$ cat src/rtl/axis_packet_router_if.sv
// AXI4-Stream beat channel (valid/last/data/ready) used for the router input and both outputs.
// master drives the beat, slave returns ready.
interface axis_packet_router_if #(
    parameter int DATA_WIDTH = 8
);
    logic                  tvalid;
    logic                  tlast;
    logic [DATA_WIDTH-1:0] tdata;
    logic                  tready;

    modport master (
        output tvalid,
        output tlast,
        output tdata,
        input  tready
    );

    modport slave (
        input  tvalid,
        input  tlast,
        input  tdata,
        output tready
    );
endinterface

$ cat src/rtl/axis_packet_router.sv
// Packet-granular 1:2 AXI4-Stream splitter: header bits [MSB:MSB-1] pick A, B or drop,
// forwarded beats pass through one shared registered output slice, drops are counted.
module axis_packet_router #(
    parameter int DATA_WIDTH = 8,
    parameter int CNT_WIDTH  = 8
) (
    input  logic                 clk,
    input  logic                 reset,
    axis_packet_router_if.slave  K,
    axis_packet_router_if.master A,
    axis_packet_router_if.master B,
    output logic [CNT_WIDTH-1:0] drop_count
);

    typedef enum logic [1:0] {
        IDLE  = 2'd0,
        FWD_A = 2'd1,
        FWD_B = 2'd2,
        DROP  = 2'd3
    } state_t;

    state_t                state;
    state_t                state_nxt;
    state_t                route;

    logic                  slice_vld_p1;
    logic                  slice_dest_p1;
    logic                  slice_last_p1;
    logic [DATA_WIDTH-1:0] slice_data_p1;

    logic                  slice_ready;
    logic                  is_drop;
    logic                  k_ready;
    logic                  accept;
    logic                  load;
    logic [1:0]            route_field;

    function automatic state_t decode_route(input logic [1:0] field);
        if (field[1]) begin
            return DROP;
        end else if (field[0]) begin
            return FWD_B;
        end else begin
            return FWD_A;
        end
    endfunction

    function automatic logic [CNT_WIDTH-1:0] sat_inc(input logic [CNT_WIDTH-1:0] value);
        if (&value) begin
            return value;
        end else begin
            return value + CNT_WIDTH'(1);
        end
    endfunction

    assign route_field = K.tdata[DATA_WIDTH-1 -: 2];

    // In IDLE the incoming beat is a header, so its route is decoded live; otherwise it is locked.
    always_comb begin
        route       = state;
        slice_ready = 1'b0;
        if (state == IDLE) begin
            route = decode_route(route_field);
        end
        is_drop     = (route == DROP);
        slice_ready = slice_dest_p1 ? B.tready : A.tready;
        k_ready     = is_drop | ~slice_vld_p1 | slice_ready;
        accept      = K.tvalid & k_ready;
        load        = accept & ~is_drop;
    end

    assign K.tready = k_ready;

    always_comb begin
        state_nxt = state;
        if (accept) begin
            if (K.tlast) begin
                state_nxt = IDLE;
            end else begin
                state_nxt = route;
            end
        end
    end

    always_ff @(posedge clk or negedge reset) begin
        if (!reset) begin
            state <= IDLE;
        end else begin
            state <= state_nxt;
        end
    end

    // p0 -> p1: accepted beat enters the shared output slice; a drain and a load may coincide.
    always_ff @(posedge clk or negedge reset) begin
        if (!reset) begin
            slice_vld_p1  <= 1'b0;
            slice_dest_p1 <= 1'b0;
            slice_last_p1 <= 1'b0;
            slice_data_p1 <= '0;
        end else if (load) begin
            slice_vld_p1  <= 1'b1;
            slice_dest_p1 <= (route == FWD_B);
            slice_last_p1 <= K.tlast;
            slice_data_p1 <= K.tdata;
        end else if (slice_ready) begin
            slice_vld_p1  <= 1'b0;
        end
    end

    always_ff @(posedge clk or negedge reset) begin
        if (!reset) begin
            drop_count <= '0;
        end else if (accept && is_drop && (state == IDLE)) begin
            drop_count <= sat_inc(drop_count);
        end
    end

    assign A.tvalid = slice_vld_p1 & ~slice_dest_p1;
    assign A.tlast  = slice_vld_p1 & ~slice_dest_p1 & slice_last_p1;
    assign A.tdata  = slice_data_p1;
    assign B.tvalid = slice_vld_p1 & slice_dest_p1;
    assign B.tlast  = slice_vld_p1 & slice_dest_p1 & slice_last_p1;
    assign B.tdata  = slice_data_p1;

endmodule

$ cat src/flat_wrapper.sv
// flat-port wrapper written by rule: the top's interface ports become plain ports
module axis_packet_router_flat 
#(
    parameter int DATA_WIDTH = 8,
    parameter int CNT_WIDTH  = 8
)
  (clk, reset, drop_count, K_tvalid, K_tlast, K_tdata, K_tready, A_tvalid, A_tlast, A_tdata, A_tready, B_tvalid, B_tlast, B_tdata, B_tready);
  axis_packet_router_if #(.DATA_WIDTH(DATA_WIDTH)) K_i ();
  axis_packet_router_if #(.DATA_WIDTH(DATA_WIDTH)) A_i ();
  axis_packet_router_if #(.DATA_WIDTH(DATA_WIDTH)) B_i ();
  input  logic clk;
  input  logic reset;
  output logic [CNT_WIDTH-1:0] drop_count;
  input wire logic [$bits(K_i.tvalid)-1:0] K_tvalid;
  input wire logic [$bits(K_i.tlast)-1:0] K_tlast;
  input wire logic [$bits(K_i.tdata)-1:0] K_tdata;
  output wire logic [$bits(K_i.tready)-1:0] K_tready;
  output wire logic [$bits(A_i.tvalid)-1:0] A_tvalid;
  output wire logic [$bits(A_i.tlast)-1:0] A_tlast;
  output wire logic [$bits(A_i.tdata)-1:0] A_tdata;
  input wire logic [$bits(A_i.tready)-1:0] A_tready;
  output wire logic [$bits(B_i.tvalid)-1:0] B_tvalid;
  output wire logic [$bits(B_i.tlast)-1:0] B_tlast;
  output wire logic [$bits(B_i.tdata)-1:0] B_tdata;
  input wire logic [$bits(B_i.tready)-1:0] B_tready;
  assign K_i.tvalid = K_tvalid;
  assign K_i.tlast = K_tlast;
  assign K_i.tdata = K_tdata;
  assign K_tready = K_i.tready;
  assign A_tvalid = A_i.tvalid;
  assign A_tlast = A_i.tlast;
  assign A_tdata = A_i.tdata;
  assign A_i.tready = A_tready;
  assign B_tvalid = B_i.tvalid;
  assign B_tlast = B_i.tlast;
  assign B_tdata = B_i.tdata;
  assign B_i.tready = B_tready;
  axis_packet_router #(.DATA_WIDTH(DATA_WIDTH), .CNT_WIDTH(CNT_WIDTH)) u_core (.clk(clk), .reset(reset), .K(K_i), .A(A_i), .B(B_i), .drop_count(drop_count));
endmodule
$ cat config.mk
export PLATFORM = sky130hd
export DESIGN_NAME = axis_packet_router_flat
export DESIGN_NICKNAME = d
export VERILOG_FILES = /design/src/rtl/axis_packet_router_if.sv /design/src/rtl/axis_packet_router.sv /design/src/flat_wrapper.sv
export SDC_FILE = /design/constraint.sdc
export NUM_CORES = 1
export LEC_CHECK = 0
export ABC_AREA = 1
export BUFFER_PORTS_ARGS = -buffer_cell sky130_fd_sc_hd__clkbuf_2
export CORE_UTILIZATION = 45
export DETAILED_ROUTE_END_ITERATION = 10
export GPL_TIMING_DRIVEN = 0
export HOLD_SLACK_MARGIN = 0.08
export PLACE_DENSITY = 0.74
export SETUP_SLACK_MARGIN = 0.2
export SYNTH_ARGS = -nofsm -noshare
export SYNTH_HDL_FRONTEND = slang
export SYNTH_SLANG_ARGS = --single-unit
$ cat constraint.sdc
create_clock -name clk -period 3.73 [get_ports clk]
set_input_delay 0.373 -clock clk [delete_from_list [all_inputs] [get_ports clk]]
set_output_delay 0.373 -clock clk [all_outputs]
set_load 0.005 [all_outputs]
==> flow_summary.ini <==
[synth]
synth_area_leaders = dfrtp_1 (45%), nand2_1 (14%), inv_1 (7.3%)
yosys.area.top_type = dfrtp_1
avgSynthCellArea_sq_um = 8.22
ys_ff_latch = 21
async_flop_share = 1.00
synth-main-ff-cell = dfrtp_1
ys_types = 19
syn_nets = 158
synthCells = 143
synth_edf_count = 0
synth.most_common_cell = nand2_1
synthesis.area_sq_um = 1180
yosysTopAreaCellShare = 0.447
synth_seq_area_share = 0.447
yosys_warnings = 0
synth_common_cells = nand2_1 (45), inv_1 (23), dfrtp_1 (21), nand3_1 (10), buf_4 (8)

[detailed_routing]
vias = 1038
first_iter_violations = 19
post_drt_wl_per_cell_um = 10.4
firstDrtPassIters = 4
ant_nets = 0
route.detailed.drc = 0
routed_wl_um = 2280
via_per_inst = 4.72

[sta]
setup_violations = 0
fin_tns_setup_ns = 0
fin_ws_ns = 2.09
timing.final.hold_violations = 0
finClkSkew_ns = 0.00931
relSlewSlack = 0.662
rsz0062_at_grt = no
final_max_slew_viol_count = 0
period_needed_ns = 1.64
fin_crit_sh = 0.441
max_freq_ghz = 0.608
worst_pin_slew_ns = 0.507

[worst_setup_path]
startpoint_type = register
cp-end-kind = output port
r2r_start = u_core.drop_count[0]
startpoint = u_core.state[0]
worst_ep_arrival_time_ns = 1.27
critPathMaxFanout = 3
critPathRequiredTime_ns = 3.36
critPathKind = register to output port

[pwr]
powerDensity_nw_per_um2 = 635
ir_worst_vdd_uv = 418
p_leak_nw = 0.883
internal-power_uw = 570
switching_share = 0.386
totalPowerFinal_uw = 928
p_switching_uw = 358
power_frac_comb = 0.475
pwr-share-clk = 0.116
seqPwrFrac = 0.408

[final_layout]
multi_input_area_sq_um = 482
syn_to_final_growth_pct = 24.3
diodes = 0
layout.nets = 206
drive_above_1_share = 0.368
n_fill_cell = 237
utilization = 0.590
fin_cells = 220
final-seq-area_sq_um = 526

[global_route]
antenna_found_initial = 0
grt_use_total = 0.188
grt_pass1_vias = 932
grt_first_pass_wirelength_um = 3800
grt-ovfl-total = 0
grt_max_degree = 22

[die]
start_util = 0.475
die_x_um = 53.1
core_sq_um = 2480
dieArea_sq_um = 2820
row_count = 18
io-pin-count = 43
die_h_um = 53.1

[placed_design]
dp_hpwl_um = 1840
pre_cts_slack_ns = 2.30
port_buffers = 42
dp.cells = 215
globalplace.congestion = 0.798

[clock_tree]
htreeDepth = 1
cts_tree = yes
clk_latency_ns = 0.31
clk_pin_slew_worst_paths_ns = 0.12
root_buffer = clkbuf_4
cts_made_buffers = 3
cts.sinks = 21
clockBufferDepth = 2

[outcome]
status = completed

[min_path]
hp-start = K_tdata[0]
hold_class = primary input to register

[job]
max_cap_viol_count = 0
==> per-layer routing <==
| layer | part of all wire | vias to the layer above | track usage |
|---|---|---|---|
| met5 | 0 | - | 0 |
| met1 | 0.42 | 479 | 0.224 |
| met3 | 0.046 | 4 | 0.0259 |
| met4 | 0.016 | 0 | 0.114 |
| met2 | 0.52 | 32 | 0.319 |
| li1 | - | 523 | - |
==> final timing paths <==
kind,to,slack (ns),cells after the start
setup reg to reg,u_core.drop_count[4],2.28,7
setup / recovery,K_tready,2.09,6
hold / removal,u_core.A.tdata[0],0.27,3
max in group asynchronous,u_core.slice_vld_p1,2.83,2
hold reg to reg,u_core.slice_last_p1,0.49,2
min in group asynchronous,u_core.drop_count[4],0.55,2
==> timing repair <==
action | CTS | global route
buffers inserted | 0 | 0
endpoints found under the hold margin | 21 | 0
gates resized for setup | 0 | 0
hold buffers | 1 | 0
endpoints found under the setup margin | 0 | 0
==> stage by stage <==
stage | hold WS, ns | area (sq um)
after floorplan | 0.0774 | 1180
after global placement | 0.368 | 1420
after detailed placement | 0.369 | 1420
after CTS | 0.263 | 1460
after global routing | 0.271 | 1460
final | 0.272 | 1460
==> area by class of cell <==
class | count | area share
Buffer | 10 | 0.0565
Clock buffer | 3 | 0.0154
Clock inverter | 1 | 0.00342
Inverter | 23 | 0.0591
Multi-Input combinational cell | 89 | 0.330
Sequential cell | 21 | 0.360
Tap cell | 30 | 0.0257
Timing Repair Buffer | 43 | 0.151
==> registers in the layout (all words and copies together) (netlist names) <==
| register | count |
|---|---|
| u_core.slice_last_p1 | 1 |
| u_core.drop_count | 8 |
| u_core.state | 2 |
| u_core.A.tdata | 8 |
| u_core.slice_vld_p1 | 1 |
| u_core.slice_dest_p1 | 1 |
==> critical path: stages (launching register included) <==
cell	delay [ns]
dfrtp_1	0.42
inv_1	0.10
o21ai_2	0.06
nand2_1	0.11
nand2_2	0.08
nand2_1	0.08
clkbuf_2	0.11
==> kinds of logic (layout without fill, tap and decap cells) <==
kind of cell,Yosys count,after routing,synth area share
and+or+nand+nor,69,69,0.277
buffers and inverters,33,80,0.144
DFF,21,21,0.447
AOI/OAI and AO/OA,14,14,0.0851
adders and majority gates,1,1,0.0106
xor gates and xnor gates,5,5,0.0372
==> power by group through the flow <==
stage	clock, mW	sequential [mW]	combinational, mW
3_3_place_gp	0	0.376	0.433
3_5_place_dp	0	0.384	0.447
5_1_grt	0.124	0.392	0.505
6_report	0.108	0.379	0.441
2_1_floorplan	0	0.376	0.279
4_1_cts	0.113	0.379	0.449
==> placed cells by master (no fill, tap or decap) <==
cell,instances
xor2_1,4
nand4_4,1
clkbuf_4,3
ha_1,1
dfrtp_1,21
o22ai_2,1
buf_4,8
inv_1,23
o21ai_0,2
nand2_2,2
clkinv_2,1
nor2_4,2
buf_6,2
o21ai_2,6
dlygate4sd3_1,1
nand3_2,2
nand3b_1,1
nor2_1,6
nand2_1,45
nand3_1,10
clkbuf_2,42
xnor2_1,1
o21ai_1,5
Note: power is estimated with default switching activity, not from simulation.
